<file path="src/rtl/rv_ctrl_pkg.sv">
// +------------------------------------------------------------------+
// | rv_ctrl_pkg: shared opcodes, FSM states and mux encodings for    |
// | the multi-cycle RV32I control unit.            Rev 1.0           |
// +------------------------------------------------------------------+
`default_nettype none

package rv_ctrl_pkg;

  localparam logic [6:0] OPC_RTYPE  = 7'b0110011;
  localparam logic [6:0] OPC_IALU   = 7'b0010011;
  localparam logic [6:0] OPC_LOAD   = 7'b0000011;
  localparam logic [6:0] OPC_STORE  = 7'b0100011;
  localparam logic [6:0] OPC_BRANCH = 7'b1100011;
  localparam logic [6:0] OPC_JAL    = 7'b1101111;
  localparam logic [6:0] OPC_JALR   = 7'b1100111;
  localparam logic [6:0] OPC_LUI    = 7'b0110111;
  localparam logic [6:0] OPC_AUIPC  = 7'b0010111;

  typedef enum logic [2:0] {
    S_FETCH  = 3'd0,
    S_DECODE = 3'd1,
    S_EXEC   = 3'd2,
    S_MEM    = 3'd3,
    S_WB     = 3'd4,
    S_TRAP   = 3'd5
  } state_e;

  localparam logic [1:0] WB_DM  = 2'b00;
  localparam logic [1:0] WB_ALU = 2'b01;
  localparam logic [1:0] WB_PC4 = 2'b10;

  localparam logic [4:0] BR_NONE = 5'b11111;
  localparam logic [4:0] BR_JUMP = 5'b01111;

  localparam logic OP1_PC  = 1'b0;
  localparam logic OP1_RS1 = 1'b1;
  localparam logic OP2_RS2 = 1'b0;
  localparam logic OP2_IMM = 1'b1;

  typedef struct packed {
    logic [4:0] rs1;
    logic [4:0] rs2;
    logic [4:0] rd;
    logic [2:0] func3;
    logic       subsra;
    logic [4:0] br_op;
    logic       op1_sel;
    logic       op2_sel;
    logic [1:0] wb_sel;
    logic       rf_wr;
    logic       is_load;
    logic       is_store;
    logic       is_jump;
    logic       is_branch;
    logic       illegal;
  } ctrl_t;

  // Bundle that performs no writes and requests no branch.
  function automatic ctrl_t ctrl_nop();
    ctrl_t c;
    c       = '0;
    c.br_op = BR_NONE;
    return c;
  endfunction

endpackage

`default_nettype wire

</file>
<file path="src/rtl/rv_decoder.sv">
// +------------------------------------------------------------------+
// | rv_decoder: combinational RV32I decode of the instruction word   |
// | into a control bundle; unlisted opcodes flag illegal. Rev 1.0    |
// +------------------------------------------------------------------+
`default_nettype none

module rv_decoder
  import rv_ctrl_pkg::*;
(
  input  logic [31:0] instr_i,
  output ctrl_t       ctrl_o
);

  logic [6:0] opcode;
  logic [4:0] f_rs1, f_rs2, f_rd;
  logic [2:0] f_func3;
  logic       unused_bits;

  assign opcode      = instr_i[6:0];
  assign f_rd        = instr_i[11:7];
  assign f_func3     = instr_i[14:12];
  assign f_rs1       = instr_i[19:15];
  assign f_rs2       = instr_i[24:20];
  assign unused_bits = ^{instr_i[31], instr_i[29:25]};

  always_comb begin
    ctrl_o = ctrl_nop();
    case (opcode)
      OPC_RTYPE: begin
        ctrl_o.rs1     = f_rs1;
        ctrl_o.rs2     = f_rs2;
        ctrl_o.rd      = f_rd;
        ctrl_o.func3   = f_func3;
        ctrl_o.subsra  = instr_i[30];
        ctrl_o.op1_sel = OP1_RS1;
        ctrl_o.op2_sel = OP2_RS2;
        ctrl_o.wb_sel  = WB_ALU;
        ctrl_o.rf_wr   = 1'b1;
      end
      OPC_IALU: begin
        ctrl_o.rs1     = f_rs1;
        ctrl_o.rd      = f_rd;
        ctrl_o.func3   = f_func3;
        // ir[30] is part of the immediate except for shifts-right
        ctrl_o.subsra  = (f_func3 == 3'b101) ? instr_i[30] : 1'b0;
        ctrl_o.op1_sel = OP1_RS1;
        ctrl_o.op2_sel = OP2_IMM;
        ctrl_o.wb_sel  = WB_ALU;
        ctrl_o.rf_wr   = 1'b1;
      end
      OPC_LOAD: begin
        ctrl_o.rs1     = f_rs1;
        ctrl_o.rd      = f_rd;
        ctrl_o.func3   = f_func3;
        ctrl_o.op1_sel = OP1_RS1;
        ctrl_o.op2_sel = OP2_IMM;
        ctrl_o.wb_sel  = WB_DM;
        ctrl_o.rf_wr   = 1'b1;
        ctrl_o.is_load = 1'b1;
      end
      OPC_STORE: begin
        ctrl_o.rs1      = f_rs1;
        ctrl_o.rs2      = f_rs2;
        ctrl_o.func3    = f_func3;
        ctrl_o.op1_sel  = OP1_RS1;
        ctrl_o.op2_sel  = OP2_IMM;
        ctrl_o.is_store = 1'b1;
      end
      OPC_BRANCH: begin
        ctrl_o.rs1       = f_rs1;
        ctrl_o.rs2       = f_rs2;
        ctrl_o.br_op     = {2'b00, f_func3};
        ctrl_o.op1_sel   = OP1_PC;
        ctrl_o.op2_sel   = OP2_IMM;
        ctrl_o.is_branch = 1'b1;
      end
      OPC_JAL: begin
        ctrl_o.rd      = f_rd;
        ctrl_o.br_op   = BR_JUMP;
        ctrl_o.op1_sel = OP1_PC;
        ctrl_o.op2_sel = OP2_IMM;
        ctrl_o.wb_sel  = WB_PC4;
        ctrl_o.rf_wr   = 1'b1;
        ctrl_o.is_jump = 1'b1;
      end
      OPC_JALR: begin
        ctrl_o.rs1     = f_rs1;
        ctrl_o.rd      = f_rd;
        ctrl_o.br_op   = BR_JUMP;
        ctrl_o.op1_sel = OP1_RS1;
        ctrl_o.op2_sel = OP2_IMM;
        ctrl_o.wb_sel  = WB_PC4;
        ctrl_o.rf_wr   = 1'b1;
        ctrl_o.is_jump = 1'b1;
      end
      OPC_LUI: begin
        ctrl_o.rd      = f_rd;
        ctrl_o.op1_sel = OP1_RS1;
        ctrl_o.op2_sel = OP2_IMM;
        ctrl_o.wb_sel  = WB_ALU;
        ctrl_o.rf_wr   = 1'b1;
      end
      OPC_AUIPC: begin
        ctrl_o.rd      = f_rd;
        ctrl_o.op1_sel = OP1_PC;
        ctrl_o.op2_sel = OP2_IMM;
        ctrl_o.wb_sel  = WB_ALU;
        ctrl_o.rf_wr   = 1'b1;
      end
      default: ctrl_o.illegal = 1'b1;
    endcase
  end

endmodule

`default_nettype wire

</file>
<file path="src/rtl/rv_multicycle_cu.sv">
// +------------------------------------------------------------------+
// | rv_multicycle_cu: FETCH/DECODE/EXEC/MEM/WB sequencer with req/ack |
// | memories. Define RV_MCU_TRAP_EN to trap on illegal opcodes. 1.0  |
// +------------------------------------------------------------------+
`default_nettype none

module rv_multicycle_cu
  import rv_ctrl_pkg::*;
#(
  parameter int XLEN  = 32,
  parameter int CNT_W = 32
) (
  input  logic             clk_i,
  input  logic             rst_ni,
  input  logic [XLEN-1:0]  imem_rdata_i,
  input  logic             imem_ack_i,
  output logic             imem_req_o,
  input  logic             dmem_ack_i,
  output logic             dmem_req_o,
  output logic             dmem_we_o,
  input  logic             branch_taken_i,
  output logic [XLEN-1:0]  ir_o,
  output logic [4:0]       rs1_o,
  output logic [4:0]       rs2_o,
  output logic [4:0]       rd_o,
  output logic [2:0]       func3_o,
  output logic             subsra_o,
  output logic [4:0]       br_op_o,
  output logic             op1_sel_o,
  output logic             op2_sel_o,
  output logic [1:0]       wb_sel_o,
  output logic             pc_sel_o,
  output logic             pc_we_o,
  output logic             rf_we_o,
  output logic [CNT_W-1:0] instret_o,
  output logic             trap_o
);

  state_e           state_q, state_d;
  logic [XLEN-1:0]  ir_q, ir_d;
  ctrl_t            ctrl_q, ctrl_d, dec_ctrl;
  logic             imem_req_q, imem_req_d;
  logic             dmem_req_q, dmem_req_d;
  logic             dmem_we_q, dmem_we_d;
  logic             pc_sel_q, pc_sel_d;
  logic             pc_we_q, pc_we_d;
  logic             rf_we_q, rf_we_d;
  logic [CNT_W-1:0] instret_q, instret_d;
  logic             fetch_done;
  logic             unused_illegal;

  rv_decoder u_decoder (
    .instr_i (ir_q[31:0]),
    .ctrl_o  (dec_ctrl)
  );

  // Acks only count while the matching request is actually up.
  assign fetch_done = (state_q == S_FETCH) && imem_req_q && imem_ack_i;

  always_comb begin
    state_d = state_q;
    case (state_q)
      S_FETCH:  if (fetch_done) state_d = S_DECODE;
      S_DECODE: begin
        state_d = S_EXEC;
`ifdef RV_MCU_TRAP_EN
        if (dec_ctrl.illegal) state_d = S_TRAP;
`endif
      end
      S_EXEC:   state_d = (ctrl_q.is_load || ctrl_q.is_store) ? S_MEM : S_WB;
      S_MEM:    if (dmem_req_q && dmem_ack_i) state_d = S_WB;
      S_WB:     state_d = S_FETCH;
      S_TRAP: begin
`ifdef RV_MCU_TRAP_EN
        state_d = S_TRAP;
`else
        state_d = S_FETCH;
`endif
      end
      default:  state_d = S_FETCH;
    endcase
  end

  // Outputs are registered against the state being entered.
  always_comb begin
    imem_req_d = (state_d == S_FETCH);
    dmem_req_d = (state_d == S_MEM);
    dmem_we_d  = dmem_req_d & ctrl_q.is_store;
    pc_we_d    = (state_d == S_WB);
    rf_we_d    = pc_we_d & ctrl_q.rf_wr & (ctrl_q.rd != 5'd0);
    ir_d       = fetch_done ? imem_rdata_i : ir_q;
    ctrl_d     = (state_q == S_DECODE) ? dec_ctrl : ctrl_q;
    pc_sel_d   = pc_sel_q;
    if (state_q == S_EXEC)
      pc_sel_d = ctrl_q.is_jump | (ctrl_q.is_branch & branch_taken_i);
    instret_d  = (state_q == S_WB) ? instret_q + CNT_W'(1) : instret_q;
  end

  always_ff @(posedge clk_i or negedge rst_ni) begin
    if (!rst_ni) begin
      state_q    <= S_FETCH;
      ir_q       <= '0;
      ctrl_q     <= ctrl_nop();
      imem_req_q <= 1'b0;
      dmem_req_q <= 1'b0;
      dmem_we_q  <= 1'b0;
      pc_sel_q   <= 1'b0;
      pc_we_q    <= 1'b0;
      rf_we_q    <= 1'b0;
      instret_q  <= '0;
    end else begin
      state_q    <= state_d;
      ir_q       <= ir_d;
      ctrl_q     <= ctrl_d;
      imem_req_q <= imem_req_d;
      dmem_req_q <= dmem_req_d;
      dmem_we_q  <= dmem_we_d;
      pc_sel_q   <= pc_sel_d;
      pc_we_q    <= pc_we_d;
      rf_we_q    <= rf_we_d;
      instret_q  <= instret_d;
    end
  end

`ifdef RV_MCU_TRAP_EN
  logic trap_q;

  always_ff @(posedge clk_i or negedge rst_ni) begin
    if (!rst_ni) trap_q <= 1'b0;
    else         trap_q <= (state_d == S_TRAP);
  end

  assign trap_o         = trap_q;
  assign unused_illegal = ctrl_q.illegal;
`else
  assign trap_o         = 1'b0;
  assign unused_illegal = ctrl_q.illegal ^ dec_ctrl.illegal;
`endif

  assign imem_req_o = imem_req_q;
  assign dmem_req_o = dmem_req_q;
  assign dmem_we_o  = dmem_we_q;
  assign ir_o       = ir_q;
  assign rs1_o      = ctrl_q.rs1;
  assign rs2_o      = ctrl_q.rs2;
  assign rd_o       = ctrl_q.rd;
  assign func3_o    = ctrl_q.func3;
  assign subsra_o   = ctrl_q.subsra;
  assign br_op_o    = ctrl_q.br_op;
  assign op1_sel_o  = ctrl_q.op1_sel;
  assign op2_sel_o  = ctrl_q.op2_sel;
  assign wb_sel_o   = ctrl_q.wb_sel;
  assign pc_sel_o   = pc_sel_q;
  assign pc_we_o    = pc_we_q;
  assign rf_we_o    = rf_we_q;
  assign instret_o  = instret_q;

endmodule

`default_nettype wire

</file>
<file path="config.mk">
export PLATFORM = sky130hd
export DESIGN_NAME = rv_multicycle_cu
export DESIGN_NICKNAME = d
export VERILOG_FILES = /design/src/rtl/rv_ctrl_pkg.sv /design/src/rtl/rv_decoder.sv /design/src/rtl/rv_multicycle_cu.sv
export SDC_FILE = /design/constraint.sdc
export NUM_CORES = 1
export LEC_CHECK = 0
export CELL_PAD_IN_SITES_DETAIL_PLACEMENT = 1
export CELL_PAD_IN_SITES_GLOBAL_PLACEMENT = 2
export CORE_MARGIN = 4
export CORE_UTILIZATION = 30
export DETAILED_ROUTE_END_ITERATION = 7
export PLACE_DENSITY_LB_ADDON = 0.1
export RECOVER_POWER = 50
export SYNTH_ARGS = -nofsm -noshare
export SYNTH_HDL_FRONTEND = slang
export SYNTH_SLANG_ARGS = --single-unit
</file>
<file path="constraint.sdc">
create_clock -name clk_i -period 4.6 [get_ports clk_i]
set_input_delay 0.46 -clock clk_i [delete_from_list [all_inputs] [get_ports clk_i]]
set_output_delay 0.46 -clock clk_i [all_outputs]
set_load 0.005 [all_outputs]
</file>
==> results_dict.tcl <==
set metrics [dict create \
    status "finished, violations left" \
    violations "capacitance limit, slew limit" \
    synth-edff-count 0 \
    hp-class "primary input to asynchronous set/reset pin" \
    core_area_mm2 0.0152 \
    seq_power_share_pct 43.5 \
    cp.required_ns 4.83 \
    worst_setup_path_end_kind "flop" \
    yosysSeqAreaShare_pct 57.2 \
    ios 136 \
    clock_path_buffers 2 \
    tns_ns 0 \
    start_util_pct 30.6 \
    clkSinkCount 106 \
    slew_viol_final 75 \
    num_vias 3246 \
    clkTransAtPathRegs_ns 0.07 \
    grtUsageTotal_pct 14.1 \
    clock_power_share_pct 23.0 \
    cts_tree "done" \
    rows 45 \
    pwr-share-comb_pct 33.5 \
    die_w_um 133 \
    finalSetupViolations 0 \
    diodes 0 \
    slew_headroom_pct -38.4 \
    cp-startpoint "imem_ack_i" \
    fin_util_pct 41.1 \
    crit_path_max_fanout 36 \
    grt_pass1_wl_um 19600 \
    place_area_mm2 0.00597 \
    leakage_nw 2.76 \
    maxCapViolations 2 \
    gp_congestion 0.712 \
    ys_types 51 \
    ir_worst_vdd_mv 0.248 \
    final_common_cell "clkdlybuf4s50_1" \
    power_density_mw_per_mm2 549 \
    switchingPower_mw 1.05 \
    cts_hold_buffers 0 \
    total_power_mw 3.43 \
    async_flop_share_pct 100 \
    nFillCells 1641 \
    final_cell_mix "104 x clkdlybuf4s50_1, 101 x dfrtp_1, 32 x nand2_1, 30 x mux2_2, 29 x dlygate4sd3_1" \
    cts_setup_buffers 0 \
    synthesis.area_mm2 0.00465 \
    path_class "primary input to flop" \
    ys_warn_count 0 \
    period_share_pct 64.7 \
    hold_viol 0 \
    wl_per_cell_um 17.5 \
    drive_above_1_share_pct 12.6 \
    clk_latency_ns 0.35 \
    post_synth.cell_area_avg_um2 12.5 \
    rsz0062_at_grt "false" \
    r2r_start "state_q[0]" \
    slowest_delay_ns 1.51 \
    die_h_um 133 \
    fmax_ghz 0.336 \
    crit_path_top_delay_cell "clkbuf_1" \
    detail-route-antenna-nets 0 \
    grt_pass1_vias 3577 \
    grt-ovfl-total 0 \
    p_int_mw 2.38 \
    final_nets 518 \
    drtPass1Iterations 4 \
    drt_iter0_drc 107 \
    fin_area_mm2 0.00625 \
    htree_num_levels 3 \
    area_growth_pct 34.4 \
    drc 0 \
    crit_arrival_ns 3.20 \
    max_slew.worst_pin.slew_ns 2.08 \
    fin_crit_ns 2.98 \
    antenna_found_initial 1 \
    die_area_mm2 0.0176 \
    grt_max_degree 71 \
    skew_ns 0.00758 \
    routed_wl_um 11800 \
    syn-num-nets 411 \
    placement.io_buffers 134 \
    crit_chain "dlygate4sd3_1 > nand2_1 > nor4_4 > clkbuf_1 > mux2_2" \
    post_cts_resized 0 \
    cts_root_buf "clkbuf_16" \
    routed_via_density 4.82 \
    dp_hpwl_um 8560 \
    numCtsBuffers 9 \
    synthCells 373 \
    swShare_pct 30.5 \
    hold-worst-slack_ns 0.244 \
    start_kind "primary input" \
    synth_ff_type "dfrtp_1" \
    ys_ff_latch 106 \
]
-- worst paths after layout --
check                      cells past startpoint  slack (ns)      endpoint
setup / recovery                               5        1.62      ir_o[18]
setup reg to reg                               3        1.74      ir_o[18]
hold reg to reg                                2        0.46    br_op_o[3]
hold / removal                                 1        0.24  instret_o[0]
min in group clk_i                             2        0.46    br_op_o[3]
max in group asynchronous                      2        2.00      ir_o[22]
-- synth_stat cells, types with 2 or more instances --
master | number | share of area, %
and3_1 | 5 | 0.67
buf_4 | 29 | 4.7
nor3b_1 | 3 | 0.48
a21oi_1 | 4 | 0.43
nand3_1 | 9 | 0.97
dfstp_2 | 5 | 2.8
a31oi_1 | 2 | 0.27
nor2_1 | 11 | 0.89
dfrtp_1 | 101 | 54
nand2_1 | 32 | 2.6
nor4_4 | 3 | 1.4
nand4_1 | 13 | 1.7
and3b_1 | 3 | 0.57
mux2_2 | 30 | 7.3
o21ai_0 | 10 | 1.1
xor2_1 | 15 | 2.8
nand2b_1 | 2 | 0.27
or3_1 | 2 | 0.27
nor3_1 | 9 | 0.97
buf_2 | 6 | 0.65
nor3b_2 | 2 | 0.54
inv_1 | 5 | 0.40
and4_1 | 6 | 1.1
a22o_1 | 19 | 3.6
clkbuf_1 | 5 | 0.40
xnor2_1 | 16 | 3.0
and2_1 | 2 | 0.27
-- worst max-delay path: cells and delay by family --
kind	cells	cell delay [ns]
mux	1	0.45
buf+inv	2	2.04
simple gates	2	0.23
-- final cells by class --
type	count	area, um2	area share [%]
sequential	106	2660	42.5
timing repair buffer	137	1350	21.7
tap	188	235	3.76
clock inverter	4	50.0	0.800
inverter	5	18.8	0.300
multi-input combinational	221	1680	26.9
clock buffer	12	256	4.10
-- metrics by stage --
step / std cells / setup WS [ns]
after floorplan: 373 / 2.91
after global placement: 657 / 2.38
after detailed placement: 657 / 2.32
after CTS: 673 / 2.32
after global routing: 673 / 1.38
final: 673 / 1.62
-- power groups by stage --
stage,registers [mW],logic [mW],clock network (mW)
final,1.49,1.15,0.790
after global placement,1.52,1.19,0
after CTS,1.52,1.21,0.829
after global routing,1.55,1.27,0.871
after detailed placement,1.53,1.20,0
after floorplan,1.44,0.640,0
-- state kept, by name, summed over array words and instances, names as in the netlist, 2 cells and up --
register,cells
br_op_o,5
rs1_o,5
ctrl_q,5
state_q,3
wb_sel_o,2
rd_o,5
rs2_o,5
ir_o,32
instret_o,32
func3_o,3
-- per-layer routing --
layer | track usage [%] | vias up | wire (um)
li1 | - | 1509 | -
met1 | 17.7 | 1632 | 5120
met2 | 21.8 | 90 | 5440
met3 | 6.84 | 13 | 1060
met4 | 3.81 | 2 | 138
met5 | 0 | - | 8
-- cells by family (layout without fill, tap and decap cells) --
family | after synthesis | count (layout) | synth area share, %
and+or+nand+nor | 114 | 114 | 15.6
DFF | 106 | 106 | 57.2
buffers and inverters | 46 | 158 | 6.38
AOI/OAI and AO/OA | 43 | 43 | 7.18
xor gates and xnor gates | 31 | 31 | 5.84
muxes | 31 | 31 | 7.51
adders and majority gates | 1 | 1 | 0.269
other | 1 | 1 | 0.0806
Power figures use the tool's default switching activity.
